==> config.mk <==
export PLATFORM = sky130hd
export DESIGN_NAME = rtc_clock_param
export DESIGN_NICKNAME = d
export VERILOG_FILES = /design/src/rtl/rtc_pkg.sv /design/src/rtl/hour_fmt_12h.sv /design/src/rtl/rtc_clock_param.sv
export SDC_FILE = /design/constraint.sdc
export NUM_CORES = 1
export LEC_CHECK = 0
export BUFFER_PORTS_ARGS = -buffer_cell sky130_fd_sc_hd__buf_2
export CAP_MARGIN = 20
export CORE_MARGIN = 2
export CORE_UTILIZATION = 52
export CTS_CLUSTER_DIAMETER = 150
export DETAILED_ROUTE_END_ITERATION = 12
export PLACE_DENSITY_LB_ADDON = 0.3
export SLEW_MARGIN = 10
export SYNTH_ARGS = -nofsm -noshare
export SYNTH_HDL_FRONTEND = slang
export SYNTH_SLANG_ARGS = --single-unit
==> constraint.sdc <==
create_clock -name clk -period 3.5 [get_ports clk]
set_clock_uncertainty 0.05 [all_clocks]
set_input_delay 0.7 -clock clk [delete_from_list [all_inputs] [get_ports clk]]
set_output_delay 0.7 -clock clk [all_outputs]
set_load 0.1 [all_outputs]
==> src/rtl/rtc_pkg.sv <==
// Shared BCD time types, digit limits and the legality check used by the RTC.
package rtc_pkg;

  typedef logic [3:0] bcd_t;

  localparam bcd_t SEC_MAX_D = 4'd5;
  localparam bcd_t MIN_MAX_D = 4'd5;
  localparam bcd_t HR_MAX_D  = 4'd2;
  localparam bcd_t HR_WRAP_U = 4'd3;
  localparam bcd_t BCD_MAX   = 4'd9;

  typedef struct packed {
    bcd_t hh_d;
    bcd_t hh_u;
    bcd_t mm_d;
    bcd_t mm_u;
    bcd_t ss_d;
    bcd_t ss_u;
  } bcd_time_t;

  function automatic logic time_legal(input bcd_time_t t);
    logic digits_ok;
    logic hh_ok;
    digits_ok = (t.hh_d <= BCD_MAX) && (t.hh_u <= BCD_MAX) && (t.mm_d <= BCD_MAX) &&
                (t.mm_u <= BCD_MAX) && (t.ss_d <= BCD_MAX) && (t.ss_u <= BCD_MAX);
    hh_ok = (t.hh_d < HR_MAX_D) || ((t.hh_d == HR_MAX_D) && (t.hh_u <= HR_WRAP_U));
    return digits_ok && hh_ok && (t.mm_d <= MIN_MAX_D) && (t.ss_d <= SEC_MAX_D);
  endfunction

endpackage

==> src/rtl/hour_fmt_12h.sv <==
// Combinational 24 h BCD hour to 12 h BCD hour converter with PM flag.
module hour_fmt_12h
  import rtc_pkg::*;
(
  input  bcd_t hh_d,
  input  bcd_t hh_u,
  output bcd_t h12_d,
  output bcd_t h12_u,
  output logic pm
);

  logic [4:0] hh_bin;
  logic [4:0] h12_bin;

  always_comb begin
    hh_bin = 5'(hh_d) * 5'd10 + 5'(hh_u);
    pm     = (hh_bin >= 5'd12);
    if (hh_bin == 5'd0) begin
      h12_bin = 5'd12;
    end else if (hh_bin > 5'd12) begin
      h12_bin = hh_bin - 5'd12;
    end else begin
      h12_bin = hh_bin;
    end
    h12_d = (h12_bin >= 5'd10) ? 4'd1 : 4'd0;
    h12_u = (h12_bin >= 5'd10) ? 4'(h12_bin - 5'd10) : h12_bin[3:0];
  end

endmodule

==> src/rtl/rtc_clock_param.sv <==
// Parametrised BCD real-time clock: prescaler, HH:MM:SS chain, time set, alarm, 12/24 h view.
module rtc_clock_param
  import rtc_pkg::*;
#(
  parameter int unsigned CLK_HZ  = 100_000_000,
  parameter int unsigned PRESC_W = $clog2(CLK_HZ)
) (
  input  logic clk,
  input  logic reset,
  input  logic run,
  input  logic mode_12h,
  input  logic set_valid,
  input  bcd_t set_hh_d,
  input  bcd_t set_hh_u,
  input  bcd_t set_mm_d,
  input  bcd_t set_mm_u,
  input  bcd_t set_ss_d,
  input  bcd_t set_ss_u,
  input  logic alarm_en,
  input  bcd_t alarm_hh_d,
  input  bcd_t alarm_hh_u,
  input  bcd_t alarm_mm_d,
  input  bcd_t alarm_mm_u,
  output bcd_t hora_d,
  output bcd_t hora_u,
  output bcd_t min_d,
  output bcd_t min_u,
  output bcd_t seg_d,
  output bcd_t seg_u,
  output logic pm,
  output logic sec_tick,
  output logic set_err,
  output logic alarm_hit
);

  localparam logic [PRESC_W-1:0] PRESC_LAST = PRESC_W'(CLK_HZ - 1);

  bcd_time_t          time_q, time_d, time_inc, set_time;
  logic [PRESC_W-1:0] presc_q, presc_d;
  logic               tick, set_ok, alarm_match;
  logic               sec_tick_q, set_err_q, alarm_hit_q;
  bcd_t               h12_d, h12_u;
  logic               h12_pm;

  assign set_time = '{hh_d: set_hh_d, hh_u: set_hh_u, mm_d: set_mm_d,
                      mm_u: set_mm_u, ss_d: set_ss_d, ss_u: set_ss_u};

  assign tick   = run && (presc_q == PRESC_LAST);
  assign set_ok = set_valid && time_legal(set_time);

  // Full ripple of the BCD chain, evaluated every cycle and used only on a tick.
  always_comb begin
    time_inc = time_q;
    if (time_q.ss_u != BCD_MAX) begin
      time_inc.ss_u = time_q.ss_u + 4'd1;
    end else begin
      time_inc.ss_u = '0;
      if (time_q.ss_d != SEC_MAX_D) begin
        time_inc.ss_d = time_q.ss_d + 4'd1;
      end else begin
        time_inc.ss_d = '0;
        if (time_q.mm_u != BCD_MAX) begin
          time_inc.mm_u = time_q.mm_u + 4'd1;
        end else begin
          time_inc.mm_u = '0;
          if (time_q.mm_d != MIN_MAX_D) begin
            time_inc.mm_d = time_q.mm_d + 4'd1;
          end else begin
            time_inc.mm_d = '0;
            if ((time_q.hh_d == HR_MAX_D) && (time_q.hh_u == HR_WRAP_U)) begin
              time_inc.hh_d = '0;
              time_inc.hh_u = '0;
            end else if (time_q.hh_u == BCD_MAX) begin
              time_inc.hh_u = '0;
              time_inc.hh_d = time_q.hh_d + 4'd1;
            end else begin
              time_inc.hh_u = time_q.hh_u + 4'd1;
            end
          end
        end
      end
    end
  end

  assign alarm_match = alarm_en &&
                       (time_inc.hh_d == alarm_hh_d) && (time_inc.hh_u == alarm_hh_u) &&
                       (time_inc.mm_d == alarm_mm_d) && (time_inc.mm_u == alarm_mm_u) &&
                       (time_inc.ss_d == '0) && (time_inc.ss_u == '0);

  // A legal set wins over a coincident tick; an illegal one leaves the tick alone.
  always_comb begin
    time_d  = time_q;
    presc_d = presc_q;
    if (set_ok) begin
      time_d  = set_time;
      presc_d = '0;
    end else if (run) begin
      if (tick) begin
        time_d  = time_inc;
        presc_d = '0;
      end else begin
        presc_d = presc_q + PRESC_W'(1);
      end
    end
  end

  always_ff @(posedge clk or posedge reset) begin
    if (reset) begin
      time_q      <= '0;
      presc_q     <= '0;
      sec_tick_q  <= 1'b0;
      set_err_q   <= 1'b0;
      alarm_hit_q <= 1'b0;
    end else begin
      time_q      <= time_d;
      presc_q     <= presc_d;
      sec_tick_q  <= tick && !set_ok;
      set_err_q   <= set_valid && !set_ok;
      alarm_hit_q <= tick && !set_ok && alarm_match;
    end
  end

  hour_fmt_12h u_hour_fmt (
    .hh_d  (time_q.hh_d),
    .hh_u  (time_q.hh_u),
    .h12_d (h12_d),
    .h12_u (h12_u),
    .pm    (h12_pm)
  );

  assign hora_d    = mode_12h ? h12_d : time_q.hh_d;
  assign hora_u    = mode_12h ? h12_u : time_q.hh_u;
  assign min_d     = time_q.mm_d;
  assign min_u     = time_q.mm_u;
  assign seg_d     = time_q.ss_d;
  assign seg_u     = time_q.ss_u;
  assign pm        = mode_12h && h12_pm;
  assign sec_tick  = sec_tick_q;
  assign set_err   = set_err_q;
  assign alarm_hit = alarm_hit_q;

endmodule

==> metrics.yaml, run 1 <==
worst_setup_path:
  required_ns: 2.75
  regToRegStartpoint: "time_q[20]$_DFFE_PP0P_"
  crit_fanout: 5
  r2r-end: "alarm_hit$_DFF_PP0_"
  crit_end: "hora_u[1]"
  path_class: "flop to primary output"
  worstSetupStartpointType: "flop"
  reg2reg_slack_ns: 0.61
  max_stage_delay_ns: 0.46
  crit_slowest_cell: "dfrtp_2"
  crit_start: "time_q[20]$_DFFE_PP0P_"
  r2r_cells: 10
  worstPathArrival_ns: 3.37
  endpoint_kind: "primary output"
  path_cells: "ha_4 > fa_2 > xor2_4 > inv_2 > ha_4 > and2_4 > a21oi_2 > o21ai_1 > inv_1 > ha_2 > inv_2 > o311a_4 > o21a_1 > o31ai_4 > buf_12"
grt:
  grt_max_degree: 34
  antenna_found_initial: 0
  grt_pass1_wl_um: 17700
  grt_pass1_vias: 3748
  overflow: 0
  grtUsageTotal_pct: 25.1
floorplanning:
  placementRows: 33
  fp.coreArea_um2: 8090
  die-area_um2: 8940
  die_h_um: 94.6
  die_x_um: 94.6
  boundaryPins: 74
  initial_core_util_pct: 52.7
sta:
  slew_headroom_pct: 53.6
  rsz0062_at_grt: "true"
  finalCritPeriodShare_pct: 118
  tightest_slew_ns: 0.696
  fin_crit_ns: 4.12
  setup-tns-final_ns: -2.23
  hold_viol_final: 0
  setup_ws_ns: -0.618
  fmax_mhz: 243
  drv_slew: 0
  setup_viol: 4
clock_tree:
  numCtsBuffers: 5
  cts_tree: "yes"
  clock_latency_ns: 0.31
  path_clk_slew_ns: 0.10
  cts-root-buf: "clkbuf_8"
  cts_max_path_buffers: 2
  clkSinkCount: 54
  htreeDepth: 2
placed_design:
  gp_congestion: 0.945
  postPlaceCellArea_um2: 4870
  dp_hpwl_um: 8430
  io_buffers: 73
  placedCellCount: 682
run_status:
  violations: "negative setup slack"
  outcome: "finished, violations left"
synthesis:
  ys.flop_type: "dfrtp_1"
  synthCells: 517
  synth_xor_area_share_pct: 10.1
  yosys_warnings: 0
  synth_compound_area_share_pct: 17.4
  synth_top_cell_area_share_pct: 31.7
  yosys.area.top_type: "dfrtp_1"
  netlist_top_cells_area: "dfrtp_1, xnor2_1, o21ai_0"
  synth_fp_nets: 576
  synth_top_family_by_area: "simple AND/OR/NAND/NOR gates"
  async_flop_share_pct: 100
  synthAdderAreaFrac_pct: 3.99
  synthMuxAreaShare_pct: 2.41
  syn_area_per_cell_um2: 8.25
  synth_cell_types: 70
  synth_simple_gate_area_share_pct: 27.1
  synth_edf_count: 0
  netlist_area_um2: 4270
  synth.yosys.seq_area_share_pct: 31.7
  ys_seq_elements: 54
final_layout:
  drive_above_1_share_pct: 25.2
  fillers: 731
  nets: 650
  final_cells: 696
  area_delta_synth_final_pct: 18.7
  num_antenna_cells: 0
  fin_area_um2: 5060
  final_util_pct: 62.6
routing:
  first_pass_iters: 5
  drt_iter0_markers: 256
  drt-vias-per-instance: 5.80
  routed_wl_um: 11100
  vias: 4035
  drcViolationCount: 0
  routedWlPerCell_um: 16.0
  ant_nets: 0
flow_run:
  cap_violations: 0
power_and_ir_drop:
  p_leak_nw: 2.19
  vdd_drop_max_mv: 0.369
  cellPowerDensity_nw_per_um2: 389
  power_mw: 1.97
hold_path:
  hold_path.class: "input pin to async pin"
==> registers in the layout (all words and copies together), names as in the netlist <==
name       cells
alarm_hit      1
min_d          4
min_u          4
presc_q       27
sec_tick       1
seg_d          4
seg_u          4
set_err        1
time_q         8
==> worst min path at each step <==
| stage | to | slack (ns) | cells after the start |
|---|---|---|---|
| after floorplan | presc_q[7]$_DFFE_PP0P_ | 0.45 | 2 |
| after global placement | presc_q[7]$_DFFE_PP0P_ | 0.46 | 2 |
| after detailed placement | presc_q[26]$_DFFE_PP0P_ | 0.48 | 2 |
| after CTS | time_q[21]$_DFFE_PP0P_ | 0.47 | 2 |
| after global routing | presc_q[16]$_DFFE_PP0P_ | 0.51 | 2 |
| final | alarm_hit$_DFF_PP0_ | 0.44 | 2 |
==> cell type report <==
| type | count | area [µm²] | area share, % |
|---|---|---|---|
| clock buffer | 6 | 72.6 | 1.43 |
| clock inverter | 1 | 7.51 | 0.148 |
| sequential | 54 | 1350 | 26.7 |
| inverter | 25 | 93.8 | 1.85 |
| tap | 105 | 131 | 2.59 |
| multi-input combinational | 401 | 2750 | 54.3 |
| timing repair buffer | 104 | 658 | 13.0 |
==> through the flow <==
stage | hold WS [ns] | setup slack (ns)
6_report | 0.440 | -0.618
2_1_floorplan | 0.447 | -0.744
5_1_grt | 0.510 | -0.755
4_1_cts | 0.467 | -0.631
3_5_place_dp | 0.484 | -0.496
3_3_place_gp | 0.464 | -0.421
==> critical path: cells and delay by family (launching register included) <==
kind	cells	cell delay, ns
AO/OA/AOI/OAI	5	0.99
adder cells (fa/ha/maj)	4	0.89
flip-flops	1	0.46
buffers and inverters	4	0.38
XOR/XNOR	1	0.19
AND/OR/NAND/NOR	1	0.13
==> repair_timing <==
item,in CTS,in global routing
endpoints found under the setup margin,4,4
pin swaps,4,1
hold buffers,0,0
gates resized for setup,14,0
endpoints found under the hold margin,0,0
buffers inserted,6,1
==> logic make-up (layout without fill, tap and decap cells) <==
logic type                 count (synthesis)  count (layout)
AOI/OAI and AO/OA                        116             116
xor gates and xnor gates                  49              49
muxes                                     10              10
and+or+nand+nor                          213             213
adders and majority gates                 13              13
buffers and inverters                     62             136
DFF                                       54              54
==> power breakdown <==
part / internal, mW / switching [mW]
combinational: 0.326 / 0.545
clock: 0.138 / 0.207
sequential: 0.679 / 0.0773
total: 1.14 / 0.830
==> cell usage in the layout (no fill, tap or decap), drive strengths merged, types with 4 or more instances in the layout <==
master,netlist,routed
nand2b,11,11
a211o,4,4
nand3,23,23
mux2i,8,8
nor2b,4,4
nand4,10,10
nor2,48,48
and3,9,9
xnor2,27,27
inv,24,24
and4,6,6
nor4,6,6
o22ai,4,4
o21ai,46,46
or3,7,7
a21oi,25,25
o21a,6,6
clkbuf,14,6
buf,23,104
nor3,20,20
ha,12,12
xor2,22,22
nand2,49,49
dfrtp,54,54
==> cell usage after synthesis (2+ instances only) <==
library cell / count
ha_1: 12
nand3b_1: 2
nand4bb_1: 2
o311a_1: 2
a211o_1: 4
nor3_2: 2
nand2_1: 49
dfrtp_1: 54
o311ai_0: 2
a31oi_1: 2
xor2_1: 22
buf_4: 16
nand3_1: 23
o21a_1: 6
clkbuf_1: 14
nand2b_1: 11
nor3_1: 18
o31a_1: 2
o21ai_0: 41
mux2_2: 2
buf_2: 5
or3_1: 6
nor2b_1: 4
buf_6: 2
a22oi_1: 2
xnor2_1: 27
and2_1: 3
a21o_1: 3
mux2i_1: 8
a32oi_1: 2
inv_1: 24
o31ai_1: 2
nand4_1: 10
o22ai_1: 4
a21oi_1: 25
or2_0: 2
nor2_1: 47
and4_1: 6
nor4b_1: 2
nor4_1: 4
o2111ai_1: 2
and3_1: 9
o21ai_1: 5
==> routing by layer <==
metal	routed length (µm)	vias up	GRT usage (%)
met5	0	-	0
met4	154	0	5.80
met3	584	13	2.95
met2	5430	122	42.9
met1	4960	1935	34.1
li1	-	1965	-
No activity file was read; power rests on OpenSTA's default activity.
==> run 2: changes to the inputs <==
Settings changed: CORE_MARGIN 2 to unset, SLEW_MARGIN 10 to 40.
==> run 2 against run 1 <==
  * Power increased by 6.0%
  * Register-to-register slack got worse by 0.08 ns
  * Critical path type unchanged
  * Largest cell class unchanged
  * The flow still finishes with violations (negative setup slack)
  * Combinational power is 4.0% higher
  * Sequential share of layout area shrank 0.52 points
  * Highest routed layer unchanged
  * Worst setup slack worse by 0.082 ns
==> metrics.yaml, run 2 (synthesis gave the netlist of run 1 again) <==
placed_design:
  gp_congestion: 0.909
  dp_hpwl_um: 8550
  postPlaceCellArea_um2: 4880
  place_ws_ns: -0.478
  io_buffers: 73
sta:
  setup_ws_ns: -0.700
  slew_headroom_pct: 58.4
  fmax_mhz: 238
  setup_viol: 4
  rsz0062_at_grt: "true"
  setup-tns-final_ns: -2.11
  tightest_slew_ns: 0.623
  fin_crit_ns: 4.20
  hold_viol_final: 0
  finalCritPeriodShare_pct: 120
  drv_slew: 0
final_layout:
  fin_area_um2: 5160
  final_common_cell: "buf_2"
  top_register: "presc_q"
  area_delta_synth_final_pct: 21.1
  num_antenna_cells: 0
  drive_above_1_share_pct: 26.5
  largest_reg_flops: 27
  final_util_pct: 65.8
  nets: 650
  reg_top3: "presc_q (27), time_q (8)"
  final_cell_mix: "buf_2, dfrtp_1, nand2_1"
clock_tree:
  clock_latency_ns: 0.31
  ctsHoldBuffers: 0
  path_clk_slew_ns: 0.10
  numCtsBuffers: 5
  htreeDepth: 2
  cts_max_path_buffers: 2
  cts-root-buf: "clkbuf_8"
  cts_tree: "yes"
  clkSinkCount: 54
grt:
  grtUsageTotal_pct: 26.3
  overflow: 0
  grt_pass1_vias: 3847
  grt_max_degree: 47
  antenna_found_initial: 0
  grt_pass1_wl_um: 18100
power_and_ir_drop:
  power_mw: 2.09
  p_leak_nw: 2.21
  vdd_drop_max_mv: 0.461
  cellPowerDensity_nw_per_um2: 405
flow_run:
  cap_violations: 0
routing:
  drt_iter0_markers: 305
  drt-vias-per-instance: 5.85
  drcViolationCount: 0
  routed_wl_um: 11200
  first_pass_iters: 5
  routedWlPerCell_um: 16.2
  vias: 4061
  ant_nets: 0
floorplanning:
  die-area_um2: 8570
  die_x_um: 92.6
  fp.coreArea_um2: 7850
  die_h_um: 92.6
  boundaryPins: 74
  placementRows: 32
  initial_core_util_pct: 54.4
worst_setup_path:
  crit_fanout: 4
  path_class: "flop to primary output"
  worstPathArrival_ns: 3.45
  endpoint_kind: "primary output"
  worstSetupStartpointType: "flop"
  required_ns: 2.75
run_status:
  outcome: "finished, violations left"
  violations: "negative setup slack"
hold_path:
  hold_path.class: "input pin to async pin"
## run 2: cell types whose count changed in the layout (fill, tap and decap cells not counted), sizes merged
cell    previous run  this run
bufinv             0         1
clkinv             1         2
inv               24        23
## run 2: metrics by stage
stage / cells / hold WS, ns
floorplan: 517 / 0.447
global placement: 681 / 0.473
detailed placement: 681 / 0.479
CTS: 693 / 0.493
global route: 694 / 0.440
finish: 694 / 0.388
## run 2: cell type report
cell class	instances	area, µm²
clock buffers	6	72.6
multi-input cells	401	2820
repair buffers	104	662
fillers	683	2680
inverters	25	95.1
flip-flops and latches	54	1350
clock inverters	2	37.5
well taps	102	128
## run 2: repair_timing
action,4_1_cts,5_1_grt
gates cloned,0,0
pin swaps,11,4
resized for setup,15,13
setup endpoints to repair,4,4
endpoints found under the hold margin,0,0
setup buffers,4,2
## run 2: path summary, 6_finish.rpt
check	from	depth (start not counted)	end	slack [ns]
setup / recovery	time_q[20]$_DFFE_PP0P_	15	hora_u[2]	-0.70
hold / removal	reset	2	presc_q[14]$_DFFE_PP0P_	0.39
setup reg to reg	time_q[20]$_DFFE_PP0P_	10	alarm_hit$_DFF_PP0_	0.53
hold reg to reg	presc_q[26]$_DFFE_PP0P_	2	presc_q[26]$_DFFE_PP0P_	0.49
max in group asynchronous	reset	3	min_u[1]$_DFFE_PP0P_	2.31
min in group clk	presc_q[26]$_DFFE_PP0P_	2	presc_q[26]$_DFFE_PP0P_	0.49
## run 2: critical path, cell delays in order (launching register included)
cell	delay (ns)
dfrtp_2	0.46
ha_4	0.17
fa_2	0.37
xor2_4	0.21
inv_2	0.08
ha_4	0.16
and2_4	0.14
a21oi_2	0.13
o21ai_2	0.08
inv_2	0.07
ha_4	0.13
inv_2	0.04
o311a_4	0.38
o31a_1	0.31
a22o_4	0.23
buf_12	0.16
## run 2: per-layer routing
metal  up-vias  track usage, %  wire (µm)
met5         -               0          0
met4         0            5.73        145
met3        14            3.53        529
met2       119            44.9       5500
met1      1961            35.6       5040
li1       1967               -          -
## run 2: report_power, final
part | internal [mW] | switching (mW) | total [mW]
Clock | 0.214 | 0.210 | 0.424
Sequential | 0.679 | 0.0809 | 0.759
Combinational | 0.340 | 0.567 | 0.907
Total | 1.23 | 0.858 | 2.09
==> run 3: changes to the inputs <==
Settings changed: SETUP_SLACK_MARGIN set to 0.4.
==> run 3 against run 2 <==
  * The run still ends with negative setup slack left
  * Sequential power hardly changed
  * Worst hold slack about the same
  * Clock power about the same
  * First-iteration DRC count shrank 16%
  * Highest routed layer unchanged
  * Critical path depth is the same
  * Combinational power grew 1%
  * Routed wire length decreased by 0.20%
  * Sequential cell count unchanged
  * Clock-buffer cell count unchanged
  * Fmax hardly changed
  * Design area grew 0.94%
  * Final cell count increased by 0.14%
==> metrics.yaml, run 3 (synthesis gave the netlist of run 1 again) <==
power_and_ir_drop:
  switching_share_pct: 40.8
  power_mw: 2.10
  combPwrFrac_pct: 43.7
  p_switching_mw: 0.857
  pwr-share-clk_pct: 20.1
  intPower_mw: 1.24
  p_leak_nw: 2.22
  p_seq_share_pct: 36.1
  vdd_drop_max_mv: 0.460
  cellPowerDensity_nw_per_um2: 403
placed_design:
  gp_congestion: 0.909
  place_ws_ns: -0.478
  postPlaceCellArea_um2: 4880
  io_buffers: 73
  dp_hpwl_um: 8550
  placedCellCount: 681
hold_path:
  hold_path.class: "input pin to async pin"
run_status:
  violations: "negative setup slack"
  outcome: "finished, violations left"
sta:
  hold_viol_final: 0
  fmax_mhz: 238
  rsz0062_at_grt: "true"
  drv_slew: 0
  setup_viol: 4
  setup_ws_ns: -0.701
  fin_crit_ns: 4.20
  setup-tns-final_ns: -2.16
  tightest_slew_ns: 0.621
  finalCritPeriodShare_pct: 120
  slew_headroom_pct: 58.6
  fin_hold_ws_ns: 0.388
clock_tree:
  cts_max_path_buffers: 2
  clkSinkCount: 54
  htreeDepth: 2
  cts-root-buf: "clkbuf_8"
  clock_latency_ns: 0.31
  cts_tree: "yes"
  path_clk_slew_ns: 0.10
  ctsHoldBuffers: 0
  numCtsBuffers: 5
worst_setup_path:
  worstSetupStartpointType: "flop"
  crit_slowest_cell: "dfrtp_2"
  crit_fanout: 4
  path_cells: "ha_4 > fa_2 > xor2_4 > inv_2 > ha_4 > and2_4 > a21oi_2 > o21ai_2 > inv_2 > ha_4 > inv_2 > o311a_4 > o31a_1 > a22o_4 > buf_12"
  endpoint_kind: "primary output"
  required_ns: 2.75
  r2r_cells: 10
  worstPathArrival_ns: 3.45
  path_class: "flop to primary output"
  max_stage_delay_ns: 0.46
final_layout:
  final_cells: 695
  reg_top3: "presc_q (27), time_q (8)"
  top_register: "presc_q"
  final_cell_mix: "buf_2, dfrtp_1, nand2_1"
  final_util_pct: 66.4
  area_delta_synth_final_pct: 22.2
  largest_reg_flops: 27
  nets: 651
  drive_above_1_share_pct: 27.0
  num_antenna_cells: 0
  final_common_cell: "buf_2"
  fin_area_um2: 5210
grt:
  grtUsageTotal_pct: 26.4
  grt_pass1_wl_um: 18100
  antenna_found_initial: 0
  grt_pass1_vias: 3869
  grt_max_degree: 47
  overflow: 0
routing:
  ant_nets: 0
  drcViolationCount: 0
  drt_iter0_markers: 257
  routedWlPerCell_um: 16.1
  vias: 4076
  first_pass_iters: 5
  routed_wl_um: 11200
  drt-vias-per-instance: 5.86
floorplanning:
  initial_core_util_pct: 54.4
  boundaryPins: 74
  placementRows: 32
  die-area_um2: 8570
  die_x_um: 92.6
  die_h_um: 92.6
  fp.coreArea_um2: 7850
flow_run:
  cap_violations: 0
## run 3: path summary, 6_finish.rpt
kind	startpoint	to	slack [ns]
max in group asynchronous	reset	seg_d[1]$_DFFE_PP0P_	2.31
setup reg to reg	time_q[20]$_DFFE_PP0P_	alarm_hit$_DFF_PP0_	0.63
hold / removal	reset	presc_q[14]$_DFFE_PP0P_	0.39
setup / recovery	time_q[20]$_DFFE_PP0P_	hora_u[2]	-0.70
hold reg to reg	presc_q[26]$_DFFE_PP0P_	presc_q[26]$_DFFE_PP0P_	0.49
min in group clk	presc_q[26]$_DFFE_PP0P_	presc_q[26]$_DFFE_PP0P_	0.49
## run 3: what timing repair did
item,CTS,global route
endpoints found under the setup margin,5,6
pin swaps,11,11
gates resized for setup,18,19
buffers inserted,4,2
## run 3: critical path: cells and delay by family (launching register included)
family                   cells  cell delay (ns)
buffers and inverters        4             0.35
AO/OA/AOI/OAI                5             1.15
XOR/XNOR                     1             0.21
adder cells (fa/ha/maj)      4             0.83
AND/OR/NAND/NOR              1             0.14
flip-flops                   1             0.46
## run 3: area by class of cell
type / instances / area (µm²)
timing repair buffer: 105 / 696
clock buffer: 6 / 72.6
inverter: 25 / 95.1
clock inverter: 2 / 37.5
sequential: 54 / 1350
fill: 677 / 2630
tap: 102 / 128
multi-input combinational: 401 / 2830
## run 3: routing by layer
layer / share of wire, % / global-route usage, % / vias to the layer above
met3: 5.4 / 3.53 / 14
met1: 44 / 35.5 / 1961
li1: - / - / 1968
met2: 49 / 45.1 / 133
met4: 1.4 / 5.73 / 0
met5: 0 / 0 / -
## run 3: power by group through the flow
stage	clock [mW]	combinational, mW	sequential [mW]
final	0.423	0.919	0.759
after global routing	0.461	0.974	0.770
after CTS	0.431	0.868	0.757
after detailed placement	0	0.784	0.769
after global placement	0	0.763	0.763
after floorplan	0	0.622	0.752
